===== src/rtl/kl_if.sv =====
// KLink channel bundle: request path (master to slave) and response path (slave to master).
interface kl_if;
    logic [31:0] req_addr;
    logic        req_wen;
    logic [63:0] req_wdata;
    logic [7:0]  req_wmask;
    logic [2:0]  req_size;
    logic [4:0]  req_srcid;
    logic        req_valid;
    logic        req_ready;

    logic [63:0] resp_rdata;
    logic [2:0]  resp_size;
    logic [4:0]  resp_dstid;
    logic        resp_valid;
    logic        resp_ready;

    modport master (
        output req_addr, req_wen, req_wdata, req_wmask, req_size, req_srcid, req_valid,
        input  req_ready,
        input  resp_rdata, resp_size, resp_dstid, resp_valid,
        output resp_ready
    );

    modport slave (
        input  req_addr, req_wen, req_wdata, req_wmask, req_size, req_srcid, req_valid,
        output req_ready,
        output resp_rdata, resp_size, resp_dstid, resp_valid,
        input  resp_ready
    );
endinterface


===== src/rtl/kl_decoder_1by2.sv =====
// KLink 1-to-2 address decoder: steers requests by address with write-burst locking,
// merges responses round-robin with per-burst locking. Zero-latency pass-through.
module kl_decoder_1by2 #(
    parameter logic [31:0] DN1_BASE        = 32'h8000_0000,
    parameter logic [31:0] DN1_MASK        = 32'hF000_0000,
    parameter int unsigned MAX_BURST_WIDTH = 4
) (
    input  logic   clk,
    input  logic   rst,
    kl_if.slave    up,
    kl_if.master   dn0,
    kl_if.master   dn1
);
    localparam int unsigned CW = MAX_BURST_WIDTH + 1;

    typedef enum logic { REQ_IDLE, REQ_BURST } req_state_t;
    typedef enum logic { RSP_IDLE, RSP_BURST } rsp_state_t;

    // Beats per transfer: 64-bit beats, minimum one.
    function automatic logic [CW-1:0] beats(input logic [2:0] size);
        if (size <= 3'd3) return CW'(1);
        return CW'(1) << (size - 3'd3);
    endfunction

    // ---------------- request path ----------------
    req_state_t    req_state, req_state_nx;
    logic          req_sel, req_sel_nx;
    logic [CW-1:0] req_cnt, req_cnt_nx;
    logic          req_tgt;
    logic          req_hs;
    logic [CW-1:0] req_beats;
    logic          addr_hit1;

    assign addr_hit1 = (up.req_addr & DN1_MASK) == DN1_BASE;

    always_ff @(posedge clk) begin
        if (rst) begin
            req_state <= REQ_IDLE;
            req_sel   <= 1'b0;
            req_cnt   <= '0;
        end else begin
            req_state <= req_state_nx;
            req_sel   <= req_sel_nx;
            req_cnt   <= req_cnt_nx;
        end
    end

    always_comb begin
        req_state_nx = req_state;
        req_sel_nx   = req_sel;
        req_cnt_nx   = req_cnt;
        req_tgt      = (req_state == REQ_BURST) ? req_sel : addr_hit1;
        req_hs       = up.req_valid & (req_tgt ? dn1.req_ready : dn0.req_ready);
        req_beats    = beats(up.req_size);
        case (req_state)
            REQ_IDLE: begin
                if (req_hs && up.req_wen && (req_beats > CW'(1))) begin
                    req_state_nx = REQ_BURST;
                    req_sel_nx   = req_tgt;
                    req_cnt_nx   = req_beats - CW'(1);
                end
            end
            REQ_BURST: begin
                if (req_hs) begin
                    req_cnt_nx = req_cnt - CW'(1);
                    if (req_cnt == CW'(1)) req_state_nx = REQ_IDLE;
                end
            end
        endcase
    end

    assign up.req_ready = req_hs;

    assign dn0.req_valid = up.req_valid & ~req_tgt;
    assign dn1.req_valid = up.req_valid &  req_tgt;

    // Payload fans out to both ports; only the selected valid qualifies it.
    assign dn0.req_addr  = up.req_addr;
    assign dn0.req_wen   = up.req_wen;
    assign dn0.req_wdata = up.req_wdata;
    assign dn0.req_wmask = up.req_wmask;
    assign dn0.req_size  = up.req_size;
    assign dn0.req_srcid = up.req_srcid;
    assign dn1.req_addr  = up.req_addr;
    assign dn1.req_wen   = up.req_wen;
    assign dn1.req_wdata = up.req_wdata;
    assign dn1.req_wmask = up.req_wmask;
    assign dn1.req_size  = up.req_size;
    assign dn1.req_srcid = up.req_srcid;

    // ---------------- response path ----------------
    rsp_state_t    rsp_state, rsp_state_nx;
    logic          rsp_sel, rsp_sel_nx;
    logic          prio, prio_nx;
    logic [CW-1:0] rsp_cnt, rsp_cnt_nx;
    logic          rsp_gnt;
    logic          rsp_hs;
    logic [CW-1:0] rsp_beats;

    always_ff @(posedge clk) begin
        if (rst) begin
            rsp_state <= RSP_IDLE;
            rsp_sel   <= 1'b0;
            prio      <= 1'b0;
            rsp_cnt   <= '0;
        end else begin
            rsp_state <= rsp_state_nx;
            rsp_sel   <= rsp_sel_nx;
            prio      <= prio_nx;
            rsp_cnt   <= rsp_cnt_nx;
        end
    end

    always_comb begin
        rsp_state_nx = rsp_state;
        rsp_sel_nx   = rsp_sel;
        prio_nx      = prio;
        rsp_cnt_nx   = rsp_cnt;
        rsp_gnt      = 1'b0;
        case (rsp_state)
            RSP_IDLE:  rsp_gnt = (dn0.resp_valid & dn1.resp_valid) ? prio : dn1.resp_valid;
            RSP_BURST: rsp_gnt = rsp_sel;
        endcase
        rsp_hs    = (rsp_gnt ? dn1.resp_valid : dn0.resp_valid) & up.resp_ready;
        rsp_beats = beats(rsp_gnt ? dn1.resp_size : dn0.resp_size);
        case (rsp_state)
            RSP_IDLE: begin
                if (rsp_hs) begin
                    prio_nx = ~rsp_gnt;
                    if (rsp_beats > CW'(1)) begin
                        rsp_state_nx = RSP_BURST;
                        rsp_sel_nx   = rsp_gnt;
                        rsp_cnt_nx   = rsp_beats - CW'(1);
                    end
                end
            end
            RSP_BURST: begin
                if (rsp_hs) begin
                    rsp_cnt_nx = rsp_cnt - CW'(1);
                    if (rsp_cnt == CW'(1)) rsp_state_nx = RSP_IDLE;
                end
            end
        endcase
    end

    assign up.resp_valid  = rsp_gnt ? dn1.resp_valid : dn0.resp_valid;
    assign up.resp_rdata  = rsp_gnt ? dn1.resp_rdata : dn0.resp_rdata;
    assign up.resp_size   = rsp_gnt ? dn1.resp_size  : dn0.resp_size;
    assign up.resp_dstid  = rsp_gnt ? dn1.resp_dstid : dn0.resp_dstid;
    assign dn0.resp_ready = ~rsp_gnt & dn0.resp_valid & up.resp_ready;
    assign dn1.resp_ready =  rsp_gnt & dn1.resp_valid & up.resp_ready;

endmodule


===== src/flat_wrapper.sv =====
// flat-port wrapper written by rule: the top's interface ports become plain ports
module kl_decoder_1by2_flat 
#(
    parameter logic [31:0] DN1_BASE        = 32'h8000_0000,
    parameter logic [31:0] DN1_MASK        = 32'hF000_0000,
    parameter int unsigned MAX_BURST_WIDTH = 4
)
  (clk, rst, up_req_addr, up_req_wen, up_req_wdata, up_req_wmask, up_req_size, up_req_srcid, up_req_valid, up_req_ready, up_resp_rdata, up_resp_size, up_resp_dstid, up_resp_valid, up_resp_ready, dn0_req_addr, dn0_req_wen, dn0_req_wdata, dn0_req_wmask, dn0_req_size, dn0_req_srcid, dn0_req_valid, dn0_req_ready, dn0_resp_rdata, dn0_resp_size, dn0_resp_dstid, dn0_resp_valid, dn0_resp_ready, dn1_req_addr, dn1_req_wen, dn1_req_wdata, dn1_req_wmask, dn1_req_size, dn1_req_srcid, dn1_req_valid, dn1_req_ready, dn1_resp_rdata, dn1_resp_size, dn1_resp_dstid, dn1_resp_valid, dn1_resp_ready);
  kl_if up_i ();
  kl_if dn0_i ();
  kl_if dn1_i ();
  input  logic clk;
  input  logic rst;
  input wire logic [$bits(up_i.req_addr)-1:0] up_req_addr;
  input wire logic [$bits(up_i.req_wen)-1:0] up_req_wen;
  input wire logic [$bits(up_i.req_wdata)-1:0] up_req_wdata;
  input wire logic [$bits(up_i.req_wmask)-1:0] up_req_wmask;
  input wire logic [$bits(up_i.req_size)-1:0] up_req_size;
  input wire logic [$bits(up_i.req_srcid)-1:0] up_req_srcid;
  input wire logic [$bits(up_i.req_valid)-1:0] up_req_valid;
  output wire logic [$bits(up_i.req_ready)-1:0] up_req_ready;
  output wire logic [$bits(up_i.resp_rdata)-1:0] up_resp_rdata;
  output wire logic [$bits(up_i.resp_size)-1:0] up_resp_size;
  output wire logic [$bits(up_i.resp_dstid)-1:0] up_resp_dstid;
  output wire logic [$bits(up_i.resp_valid)-1:0] up_resp_valid;
  input wire logic [$bits(up_i.resp_ready)-1:0] up_resp_ready;
  output wire logic [$bits(dn0_i.req_addr)-1:0] dn0_req_addr;
  output wire logic [$bits(dn0_i.req_wen)-1:0] dn0_req_wen;
  output wire logic [$bits(dn0_i.req_wdata)-1:0] dn0_req_wdata;
  output wire logic [$bits(dn0_i.req_wmask)-1:0] dn0_req_wmask;
  output wire logic [$bits(dn0_i.req_size)-1:0] dn0_req_size;
  output wire logic [$bits(dn0_i.req_srcid)-1:0] dn0_req_srcid;
  output wire logic [$bits(dn0_i.req_valid)-1:0] dn0_req_valid;
  input wire logic [$bits(dn0_i.req_ready)-1:0] dn0_req_ready;
  input wire logic [$bits(dn0_i.resp_rdata)-1:0] dn0_resp_rdata;
  input wire logic [$bits(dn0_i.resp_size)-1:0] dn0_resp_size;
  input wire logic [$bits(dn0_i.resp_dstid)-1:0] dn0_resp_dstid;
  input wire logic [$bits(dn0_i.resp_valid)-1:0] dn0_resp_valid;
  output wire logic [$bits(dn0_i.resp_ready)-1:0] dn0_resp_ready;
  output wire logic [$bits(dn1_i.req_addr)-1:0] dn1_req_addr;
  output wire logic [$bits(dn1_i.req_wen)-1:0] dn1_req_wen;
  output wire logic [$bits(dn1_i.req_wdata)-1:0] dn1_req_wdata;
  output wire logic [$bits(dn1_i.req_wmask)-1:0] dn1_req_wmask;
  output wire logic [$bits(dn1_i.req_size)-1:0] dn1_req_size;
  output wire logic [$bits(dn1_i.req_srcid)-1:0] dn1_req_srcid;
  output wire logic [$bits(dn1_i.req_valid)-1:0] dn1_req_valid;
  input wire logic [$bits(dn1_i.req_ready)-1:0] dn1_req_ready;
  input wire logic [$bits(dn1_i.resp_rdata)-1:0] dn1_resp_rdata;
  input wire logic [$bits(dn1_i.resp_size)-1:0] dn1_resp_size;
  input wire logic [$bits(dn1_i.resp_dstid)-1:0] dn1_resp_dstid;
  input wire logic [$bits(dn1_i.resp_valid)-1:0] dn1_resp_valid;
  output wire logic [$bits(dn1_i.resp_ready)-1:0] dn1_resp_ready;
  assign up_i.req_addr = up_req_addr;
  assign up_i.req_wen = up_req_wen;
  assign up_i.req_wdata = up_req_wdata;
  assign up_i.req_wmask = up_req_wmask;
  assign up_i.req_size = up_req_size;
  assign up_i.req_srcid = up_req_srcid;
  assign up_i.req_valid = up_req_valid;
  assign up_req_ready = up_i.req_ready;
  assign up_resp_rdata = up_i.resp_rdata;
  assign up_resp_size = up_i.resp_size;
  assign up_resp_dstid = up_i.resp_dstid;
  assign up_resp_valid = up_i.resp_valid;
  assign up_i.resp_ready = up_resp_ready;
  assign dn0_req_addr = dn0_i.req_addr;
  assign dn0_req_wen = dn0_i.req_wen;
  assign dn0_req_wdata = dn0_i.req_wdata;
  assign dn0_req_wmask = dn0_i.req_wmask;
  assign dn0_req_size = dn0_i.req_size;
  assign dn0_req_srcid = dn0_i.req_srcid;
  assign dn0_req_valid = dn0_i.req_valid;
  assign dn0_i.req_ready = dn0_req_ready;
  assign dn0_i.resp_rdata = dn0_resp_rdata;
  assign dn0_i.resp_size = dn0_resp_size;
  assign dn0_i.resp_dstid = dn0_resp_dstid;
  assign dn0_i.resp_valid = dn0_resp_valid;
  assign dn0_resp_ready = dn0_i.resp_ready;
  assign dn1_req_addr = dn1_i.req_addr;
  assign dn1_req_wen = dn1_i.req_wen;
  assign dn1_req_wdata = dn1_i.req_wdata;
  assign dn1_req_wmask = dn1_i.req_wmask;
  assign dn1_req_size = dn1_i.req_size;
  assign dn1_req_srcid = dn1_i.req_srcid;
  assign dn1_req_valid = dn1_i.req_valid;
  assign dn1_i.req_ready = dn1_req_ready;
  assign dn1_i.resp_rdata = dn1_resp_rdata;
  assign dn1_i.resp_size = dn1_resp_size;
  assign dn1_i.resp_dstid = dn1_resp_dstid;
  assign dn1_i.resp_valid = dn1_resp_valid;
  assign dn1_resp_ready = dn1_i.resp_ready;
  kl_decoder_1by2 #(.DN1_BASE(DN1_BASE), .DN1_MASK(DN1_MASK), .MAX_BURST_WIDTH(MAX_BURST_WIDTH)) u_core (.clk(clk), .rst(rst), .up(up_i), .dn0(dn0_i), .dn1(dn1_i));
endmodule

===== config.mk =====
export PLATFORM = sky130hd
export DESIGN_NAME = kl_decoder_1by2_flat
export DESIGN_NICKNAME = d
export VERILOG_FILES = /design/src/rtl/kl_if.sv /design/src/rtl/kl_decoder_1by2.sv /design/src/flat_wrapper.sv
export SDC_FILE = /design/constraint.sdc
export NUM_CORES = 1
export LEC_CHECK = 0
export ABC_AREA = 1
export BUFFER_PORTS_ARGS = -buffer_cell sky130_fd_sc_hd__buf_2
export CAP_MARGIN = 10
export CORE_AREA = 4 4 221 223
export CTS_CLUSTER_DIAMETER = 120
export DETAILED_ROUTE_END_ITERATION = 12
export DIE_AREA = 0 0 225 227
export PLACE_DENSITY = 0.31
export SLEW_MARGIN = 30
export SYNTH_ARGS = -nofsm -noshare
export SYNTH_HDL_FRONTEND = slang
export SYNTH_SLANG_ARGS = --single-unit

===== constraint.sdc =====
create_clock -name clk -period 2 [get_ports clk]
set_input_delay 0 -clock clk [delete_from_list [all_inputs] [get_ports clk]]
set_output_delay 0 -clock clk [all_outputs]
set_load 0.1 [all_outputs]

==> results of run 1 <==
## cell type report
cell class | instances | area [um2]
multi-input cells | 376 | 1830
repair buffers | 277 | 2630
clock buffers | 4 | 78.8
well taps | 607 | 759
fillers | 5449 | 40800
inverters | 40 | 154
flip-flops and latches | 15 | 307
## final timing paths
kind	from	slack, ns	end
min	up_req_addr[24]	0.00004	dn0_req_addr[24]
max reg2reg	u_core.rsp_state	0.03	u_core.rsp_cnt[1]
max	u_core.rsp_state	0.004	up_resp_rdata[22]
min reg2reg	u_core.prio	0.50	u_core.prio
## critical path, cell delays in order (launching register included)
cell and delay [ns]:
dfxtp_4 0.35, nor2_4 0.09, nand2_4 0.08, nand2_4 0.11, buf_6 0.26, inv_2 0.11
buf_12 0.19, buf_4 0.17, nand2_1 0.06, nand2_1 0.10, buf_12 0.18
## where the power goes
part / internal (uW) / switching (uW)
clock network: 271 / 135
logic: 1000 / 2100
registers: 321 / 16.8
## registers in the layout, summed over array words and instances (netlist names)
signal,count
u_core.req_sel,1
u_core.rsp_sel,1
u_core.rsp_cnt,5
u_core.req_cnt,5
u_core.rsp_state,1
u_core.req_state,1
u_core.prio,1
## layer usage
| layer | GRT usage, % | vias to the layer above |
|---|---|---|
| li1 | - | 1898 |
| met1 | 7.97 | 1656 |
| met2 | 11.5 | 338 |
| met3 | 3.89 | 50 |
| met4 | 1.56 | 6 |
| met5 | 1.38 | - |
## cell families (layout without fill, tap and decap cells)
| kind of cell | count (synthesis) | in the layout | synth area share [%] |
|---|---|---|---|
| xor+xnor | 2 | 2 | 0.441 |
| fa+ha+maj | 9 | 9 | 2.83 |
| buf+inv | 284 | 321 | 48.8 |
| compound gates | 34 | 34 | 5.01 |
| simple gates | 331 | 331 | 35.3 |
| flops | 15 | 15 | 7.56 |
## cell usage after synthesis
master	number
nor2_1	37
nor2_2	4
a211oi_1	1
buf_6	3
nand3_1	21
nand2_1	241
nand2_2	7
a21oi_1	11
ha_1	9
xor2_1	1
xnor2_1	1
nand3b_1	4
nand3_4	1
nand4_1	2
a21oi_4	1
nor2_4	2
o21ai_0	11
o21ai_1	5
or2_2	1
a31oi_1	1
buf_2	2
clkbuf_1	13
inv_1	37
a21oi_2	1
nand2_4	6
nand3_2	1
nor3_1	4
a21boi_0	1
o21ai_2	2
buf_4	226
inv_2	3
dfxtp_1	15
## through the flow
| step | worst slack, ns | instances |
|---|---|---|
| global placement | -0.0683 | 1308 |
| detailed placement | -0.0633 | 1308 |
| CTS | 0.000741 | 1318 |
| finish | 0.00428 | 1319 |
| floorplan | -0.532 | 675 |
| global route | -0.114 | 1319 |
## what timing repair did
| action | CTS | global route |
|---|---|---|
| gates resized for setup | 11 | 5 |
| endpoints found under the hold margin | 0 | 0 |
| buffers inserted | 5 | 1 |
| setup endpoints to repair | 53 | 43 |
| gates cloned | 1 | 0 |
| pin swaps | 4 | 5 |
==> results.json, run 1 <==
{
  "route.detailed.vias_per_inst": 2.99,
  "netlist.area_leader.share_pct": 42.7,
  "yosysWarningCount": 0,
  "clkSinkCount": 15,
  "drt_iter0_markers": 134,
  "globalRouteTotalUtil_pct": 7.03,
  "clock-skew-final_ns": 0.00116,
  "grt.overflow.total": 0,
  "drt_wl_cell_um": 14.8,
  "dp_hpwl_um": 17200,
  "static_power_due_to_leakage_uw": 0.00292,
  "die_y_um": 227,
  "post_layout_total_power_uw": 3840,
  "hold_depth": 0,
  "rows": 79,
  "setup_total_negative_slack_ns": 0,
  "floorplan.core_area_um2": 46600,
  "cp_data_required_time_ns": 2.00,
  "design_area_um2": 5760,
  "crit_fanout": 33,
  "grt_antenna_before_repair": 1,
  "avg_inst_size_synth_um2": 5.89,
  "synth_to_layout_area_growth_pct": 45.1,
  "relative_slew_margins_pct": 66.8,
  "placement.io_buffers": 253,
  "drc": 0,
  "dr_wl_met3_um": 2430,
  "dr_wl_met2_um": 9340,
  "pwr_density_cell_nw_per_um2": 666,
  "cts_inserted_buffers": 3,
  "place_congestion": 0.775,
  "initial_utilization_pct": 8.53,
  "status": "finished, final reports clean",
  "max-cap-violations": 0,
  "antennaDiodeCount": 0,
  "syn-instance-count": 675,
  "synth-seq-cells": 15,
  "maximum_clock_rate_ghz": 0.501,
  "die-width_um": 225,
  "final_util_pct": 12.4,
  "most-common-layout-cells": "nand2_1, buf_2, buf_12",
  "grt_max_degree": 45,
  "setup.worst_path.start_class": "flip-flop",
  "setup_repair_after_global_routing_missed_its_margin": "yes",
  "clock_insertion_delay_at_the_later_pin_of_the_skew_report_ns": 0.25,
  "reg2reg_depth": 14,
  "grt_first_pass_wirelength_um": 26400,
  "dr.pass1.iters": 4,
  "post_synth_num_cell_types": 32,
  "period_minus_slack_ns": 2.00,
  "final_max_slew_viol_count": 0,
  "route.vias.total": 3948,
  "final_common_cell": "nand2_1",
  "synth_sequential_area_ratio_pct": 7.56,
  "routedLengthMet1_um": 7190,
  "cts_tree": "built",
  "ctsRootBufferMaster": "clkbuf_16",
  "clkSlewWorstSetupHoldPaths_ns": 0.05,
  "fin_crit_sh_pct": 99.8,
  "placed_area_um2": 5550,
  "layout.nets": 987,
  "vias_in_the_first_global_route": 3955,
  "hold_viol": 0,
  "post_route_hold_slack_ns": 0.0000444,
  "synth_fp_nets": 949,
  "worstSetupPathType": "flip-flop to output pin",
  "vdd_ir_drop_max_uv": 218,
  "synth.top_cells.by_area": "buf_4, nand2_1, dfxtp_1",
  "syn_area_um2": 3970,
  "maximum_buffer_depth_of_the_clock_tree": 2,
  "timing.critical_path.arrival_ns": 2.00,
  "timing.hold.worst.class": "primary input to output pin",
  "antenna_left": 0,
  "count_of_h_tree_levels_built_during_cts": 1,
  "synth_area_leader_cell": "buf_4",
  "max_slew.worst_pin.slew_ns": 0.497,
  "setup-violations-final": 0,
  "cts-hold-fix-buffers": 0,
  "drive_above_1_share_pct": 46.3,
  "design.die.area_um2": 51100,
  "cp_capture_type": "output pin",
  "floorplan.io_pins": 569,
  "overall_routed_net_length_um": 19500,
  "top_layer_used": "met5"
}
Power figures use the tool's default switching activity.
==> run 2: changes to the inputs <==
--- a/config.mk
+++ b/config.mk
@@ -12,6 +12,7 @@
 export CTS_CLUSTER_DIAMETER = 120
 export DETAILED_ROUTE_END_ITERATION = 12
 export DIE_AREA = 0 0 225 227
+export GPL_TIMING_DRIVEN = 0
 export PLACE_DENSITY = 0.31
 export SLEW_MARGIN = 30
 export SYNTH_ARGS = -nofsm -noshare
==> run 2 against run 1 <==
Net effect: the run now ends with setup timing left; combinational power rose by 59%; die area stayed put; worst setup slack got worse by 0.020 ns; critical path depth up 5; design area grew 36%; sequential power is essentially flat.
==> results.json, run 2 (same netlist as run 1, synthesis figures left out) <==
{
  "design_area_um2": 7860,
  "dr_wl_met2_um": 14300,
  "setup-violations-final": 3,
  "dr_wl_met3_um": 1840,
  "cpLargestDelayFamily": "simple AND/OR/NAND/NOR gates",
  "floorplan.io_pins": 569,
  "grt_first_pass_wirelength_um": 34100,
  "cts_tree": "built",
  "layout.nets": 1430,
  "max_slew.worst_pin.slew_ns": 0.618,
  "drive_above_1_share_pct": 67.7,
  "design.die.area_um2": 51100,
  "crit_path_cell_trace": "nor2_4 > nand2_4 > nand2_8 > buf_12 > nand2_4 > nand2_4 > nor2_4 > ha_4 > inv_4 > nor2_4 > nand3_2 > ha_4 > nor2_2 > nor3_2 > nor2_1",
  "drc": 0,
  "most-common-layout-cells": "buf_2, buf_4, nand2_1",
  "setup.worst_path.start_class": "flip-flop",
  "placement.io_buffers": 463,
  "crit_fanout": 4,
  "clock-skew-final_ns": 0.00171,
  "synth_to_layout_area_growth_pct": 97.9,
  "maximum_buffer_depth_of_the_clock_tree": 2,
  "status": "complete, but fails checks",
  "rows": 79,
  "vdd_ir_drop_max_uv": 286,
  "dr.pass1.iters": 6,
  "pwr_density_cell_nw_per_um2": 723,
  "drt_wl_cell_um": 14.3,
  "floorplan.core_area_um2": 46600,
  "grt.overflow.total": 0,
  "antenna_left": 0,
  "clkSinkCount": 15,
  "cp_capture_type": "flip-flop",
  "critical-path-slowest-cell": "dfxtp_4",
  "cp.buffers_inverters": 2,
  "route.vias.total": 5415,
  "vias_in_the_first_global_route": 5393,
  "timing.hold.worst.class": "primary input to flip-flop",
  "route.detailed.vias_per_inst": 3.07,
  "maximum_clock_rate_ghz": 0.496,
  "globalRouteTotalUtil_pct": 8.77,
  "place_congestion": 0.817,
  "ctsRootBufferMaster": "clkbuf_16",
  "count_of_h_tree_levels_built_during_cts": 1,
  "worstSetupPathType": "flip-flop to flip-flop",
  "static_power_due_to_leakage_uw": 0.00462,
  "clkSlewWorstSetupHoldPaths_ns": 0.05,
  "place_ws_ns": -0.406,
  "fin_crit_sh_pct": 101,
  "critPathMaxStageDelay_ns": 0.36,
  "antennaDiodeCount": 0,
  "grt_max_degree": 11,
  "grt_antenna_before_repair": 4,
  "final_common_cell": "buf_2",
  "violations": "setup timing",
  "setup_ws_ns": -0.0154,
  "hold_viol": 0,
  "cp_data_required_time_ns": 2.15,
  "n_fill_cell": 5428,
  "drt_iter0_markers": 113,
  "relative_slew_margins_pct": 58.8,
  "die-width_um": 225,
  "routedLengthMet1_um": 8970,
  "max-cap-violations": 0,
  "clock_insertion_delay_at_the_later_pin_of_the_skew_report_ns": 0.25,
  "final_max_slew_viol_count": 0,
  "placed_area_um2": 7110,
  "initial_utilization_pct": 8.53,
  "period_minus_slack_ns": 2.02,
  "dp_hpwl_um": 23700,
  "overall_routed_net_length_um": 25300,
  "setup_repair_after_global_routing_missed_its_margin": "yes",
  "die_y_um": 227,
  "cts_inserted_buffers": 3,
  "timing.critical_path.arrival_ns": 2.16,
  "top_layer_used": "met5",
  "top_registers": "u_core.req_cnt (5), u_core.rsp_cnt (5)"
}
run 2: changes by cell type in the layout (fill, tap and decap cells not counted), sizes merged:
cell / change
clkbuf: +10
buf: +433
run 2: through the flow:
stage	cells	total power, uW	setup TNS, ns	hold slack (ns)	utilization [%]
after global routing	1762	5900	-0.425	0.0512	16.9
after floorplan	675	4190	-2.17	0.0617	-
final	1762	5680	-0.0321	0.0439	16.9
after CTS	1758	5710	-0.869	0.0368	16.6
after detailed placement	1745	5000	-4.72	0.305	15.3
after global placement	1745	5010	-4.95	0.307	15.3
run 2: report_power, final:
part | internal [uW] | switching (uW)
combinational | 1110 | 3830
clock | 271 | 137
sequential | 321 | 16.6
total | 1700 | 3990
run 2: cell type report:
type | instances | area (um2) | area share [%]
plain buffers | 242 | 1820 | 23.1
clock buffers | 4 | 78.8 | 1.00
inverters | 40 | 159 | 2.02
multi-input cells | 376 | 1910 | 24.3
flip-flops and latches | 15 | 307 | 3.90
well taps | 607 | 759 | 9.66
repair buffers | 478 | 2830 | 36.0
run 2: worst paths after layout:
| check | from | cells past startpoint | slack [ns] | end |
|---|---|---|---|---|
| worst max-delay path | u_core.rsp_state | 15 | -0.02 | u_core.rsp_cnt[1] |
| worst min-delay path | rst | 2 | 0.04 | u_core.req_state |
| worst max register to register | u_core.rsp_state | 15 | -0.02 | u_core.rsp_cnt[1] |
| worst min register to register | u_core.prio | 2 | 0.49 | u_core.prio |
run 2: worst reg2reg max path, stage by stage (launching register included):
cell	delay, ns
dfxtp_4	0.36
nor2_4	0.10
nand2_4	0.09
nand2_8	0.10
buf_12	0.12
nand2_4	0.05
nand2_4	0.07
nor2_4	0.04
ha_4	0.27
inv_4	0.03
nor2_4	0.08
nand3_2	0.10
ha_4	0.27
nor2_2	0.04
nor3_2	0.13
nor2_1	0.06
run 2: timing repair:
| item | 4_1_cts | 5_1_grt |
|---|---|---|
| setup buffers | 9 | 5 |
| resized for setup | 152 | 34 |
| setup endpoints to repair | 73 | 58 |
| hold buffers | 0 | 0 |
| gates cloned | 1 | 0 |
| pin swaps | 14 | 15 |
run 2: routing by layer:
| layer | GRT usage [%] | up-vias |
|---|---|---|
| met5 | 0 | - |
| met4 | 0.395 | 8 |
| met3 | 2.66 | 14 |
| met2 | 17.5 | 232 |
| met1 | 9.51 | 2367 |
| li1 | - | 2794 |
==> run 3: changes to the inputs <==
--- a/config.mk
+++ b/config.mk
@@ -12,8 +12,8 @@
 export CTS_CLUSTER_DIAMETER = 120
 export DETAILED_ROUTE_END_ITERATION = 12
 export DIE_AREA = 0 0 225 227
-export GPL_TIMING_DRIVEN = 0
 export PLACE_DENSITY = 0.31
+export REMOVE_ABC_BUFFERS = 1
 export SLEW_MARGIN = 30
 export SYNTH_ARGS = -nofsm -noshare
 export SYNTH_HDL_FRONTEND = slang
==> run 3 against run 2 <==
Net effect: the flow now finishes without violations; die area is the same; routed wire length increased by 120%; sequential power barely moved; clock power grew 1%; worst setup slack better by 0.039 ns; highest routed layer unchanged; non-clock buffer count down 430; sequential share of layout area up 1.2 points; register-to-register slack better by 0.04 ns; power decreased by 29%; critical path type unchanged.
==> results.json, run 3 (same netlist as run 1, synthesis figures left out) <==
{
  "min_from": "up_req_wdata[63]",
  "p_comb_share_pct": 81.5,
  "grt_max_degree": 65,
  "grt.overflow.total": 0,
  "max-cap-violations": 0,
  "place_congestion": 0.919,
  "globalRouteTotalUtil_pct": 20.6,
  "drive_above_1_share_pct": 53.8,
  "die_y_um": 227,
  "dr.pass1.iters": 4,
  "route.detailed.vias_per_inst": 3.42,
  "worst-path-stages": 14,
  "fin_crit_sh_pct": 98.8,
  "crit_fanout": 5,
  "hold_depth": 0,
  "relative_slew_margins_pct": 67.2,
  "cp_common_cell": "nor2_4",
  "post_route_hold_slack_ns": 0.0000477,
  "timing.critical_path.arrival_ns": 2.12,
  "maximum_clock_rate_ghz": 0.506,
  "post_layout_total_power_uw": 4050,
  "reg2reg_depth": 14,
  "clkSinkCount": 15,
  "place_inst": 1314,
  "post_layout_nonfiller_instances": 1333,
  "share_clk_of_total_power_pct": 10.2,
  "cp_data_required_time_ns": 2.15,
  "setup-violations-final": 0,
  "setup_repair_after_global_routing_missed_its_margin": "yes",
  "vias_in_the_first_global_route": 4452,
  "vdd_ir_drop_max_uv": 273,
  "status": "finished, final reports clean",
  "drc": 0,
  "ctsRootBufferMaster": "clkbuf_16",
  "overall_routed_net_length_um": 55400,
  "place_ws_ns": -0.0356,
  "setup_ws_ns": 0.0236,
  "static_power_due_to_leakage_uw": 0.00299,
  "most-common-layout-cells": "nand2_1, buf_2, buf_12",
  "crit_path_cell_trace": "nor2_4 > nand2_4 > nand2_4 > nand2_2 > nand2_2 > nor2_4 > ha_4 > inv_2 > nor2_4 > nand3_2 > ha_4 > nor2_2 > nor3_2 > nor2_1",
  "placement.io_buffers": 253,
  "critPathMaxStageDelay_ns": 0.36,
  "final_max_slew_viol_count": 0,
  "pwr_density_cell_nw_per_um2": 677,
  "r2r_setup_slack_ns": 0.02,
  "grt_antenna_before_repair": 8,
  "cp.buffers_inverters": 1,
  "p_int_uw": 1650,
  "cts-hold-fix-buffers": 0,
  "power.sequential.fraction_pct": 8.3,
  "drt_iter0_markers": 294,
  "antenna_left": 0,
  "cts_tree": "built",
  "switching_share_pct": 59.2,
  "worstSetupPathType": "flip-flop to flip-flop",
  "grt_first_pass_wirelength_um": 64600,
  "clkSlewWorstSetupHoldPaths_ns": 0.05,
  "die-width_um": 225,
  "design.die.area_um2": 51100,
  "synth_to_layout_area_growth_pct": 50.5,
  "max_slew.worst_pin.slew_ns": 0.496,
  "period_minus_slack_ns": 1.98,
  "r2r_end": "u_core.rsp_cnt[1]",
  "floorplan.io_pins": 569,
  "clock-skew-final_ns": 0.000643,
  "dp_hpwl_um": 51100,
  "rows": 79,
  "cts_inserted_buffers": 3,
  "worst_hold_path.endpoint": "dn1_req_wdata[63]",
  "count_of_h_tree_levels_built_during_cts": 1,
  "timing.hold.worst.class": "primary input to output pin",
  "final_common_cell": "nand2_1",
  "critical-path-slowest-cell": "dfxtp_4",
  "top_registers": "u_core.req_cnt (5), u_core.rsp_cnt (5)",
  "layout.nets": 1000,
  "total_switching_power_uw": 2400,
  "cpLargestDelayFamily": "simple AND/OR/NAND/NOR gates",
  "maximum_buffer_depth_of_the_clock_tree": 2,
  "cp_capture_type": "flip-flop",
  "setup.worst_path.start_class": "flip-flop",
  "r2r-start": "u_core.rsp_state",
  "route.vias.total": 4555,
  "hold_viol": 0,
  "floorplan.core_area_um2": 46600,
  "initial_utilization_pct": 8.53,
  "clock_insertion_delay_at_the_later_pin_of_the_skew_report_ns": 0.25,
  "drt_wl_cell_um": 41.6
}
## run 3: metrics by stage
| stage | util (%) | instance area [um2] | setup TNS, ns |
|---|---|---|---|
| 6_report | 12.8 | 5980 | 0 |
| 5_1_grt | 12.8 | 5980 | -0.525 |
| 4_1_cts | 12.3 | 5720 | -0.00653 |
| 3_5_place_dp | 11.9 | 5530 | -0.103 |
| 3_3_place_gp | 11.9 | 5530 | -0.0446 |
| 2_1_floorplan | - | 2180 | -39.99 |
## run 3: final cells by class
class,instances,area [um2]
fill,5387,40600
timing repair buffer,290,2740
multi-input combinational,376,1940
tap,607,759
sequential,15,305
inverter,40,158
clock buffer,4,78.8
antenna,1,2.50
## run 3: what timing repair did
item                                    4_1_cts  5_1_grt
gates cloned                                  1        0
buffers inserted                              8        5
pin swaps                                     7       15
endpoints found under the setup margin       23        5
gates resized for setup                       8       73
## run 3: power groups by stage
| stage | registers (uW) | clock network, uW | logic [uW] |
|---|---|---|---|
| final | 337 | 413 | 3300 |
| after global routing | 340 | 434 | 3450 |
| after CTS | 336 | 418 | 3240 |
| after detailed placement | 343 | 0 | 3180 |
| after global placement | 343 | 0 | 3190 |
| after floorplan | 343 | 0 | 1680 |
## run 3: worst max-delay path by stage
stage,to,from,slack [ns]
6_report,u_core.rsp_cnt[1],u_core.rsp_state,0.02
5_1_grt,u_core.rsp_cnt[1],u_core.rsp_state,-0.11
4_1_cts,u_core.rsp_cnt[1],u_core.rsp_state,-0.007
3_5_place_dp,u_core.rsp_cnt[4],u_core.rsp_state,-0.04
3_3_place_gp,u_core.rsp_cnt[1],u_core.rsp_state,-0.02
2_1_floorplan,dn0_resp_ready,u_core.rsp_state,-1.14
## run 3: metal layers
layer / track usage [%] / wire (um) / vias to the layer above / part of all wire, %
li1: - / - / 1932 / -
met4: 5.14 / 1940 / 18 / 3.5
met3: 25.3 / 14100 / 61 / 25
met1: 13.8 / 13400 / 1921 / 24
met5: 11.2 / 840 / - / 1.5
met2: 34.0 / 25100 / 623 / 45
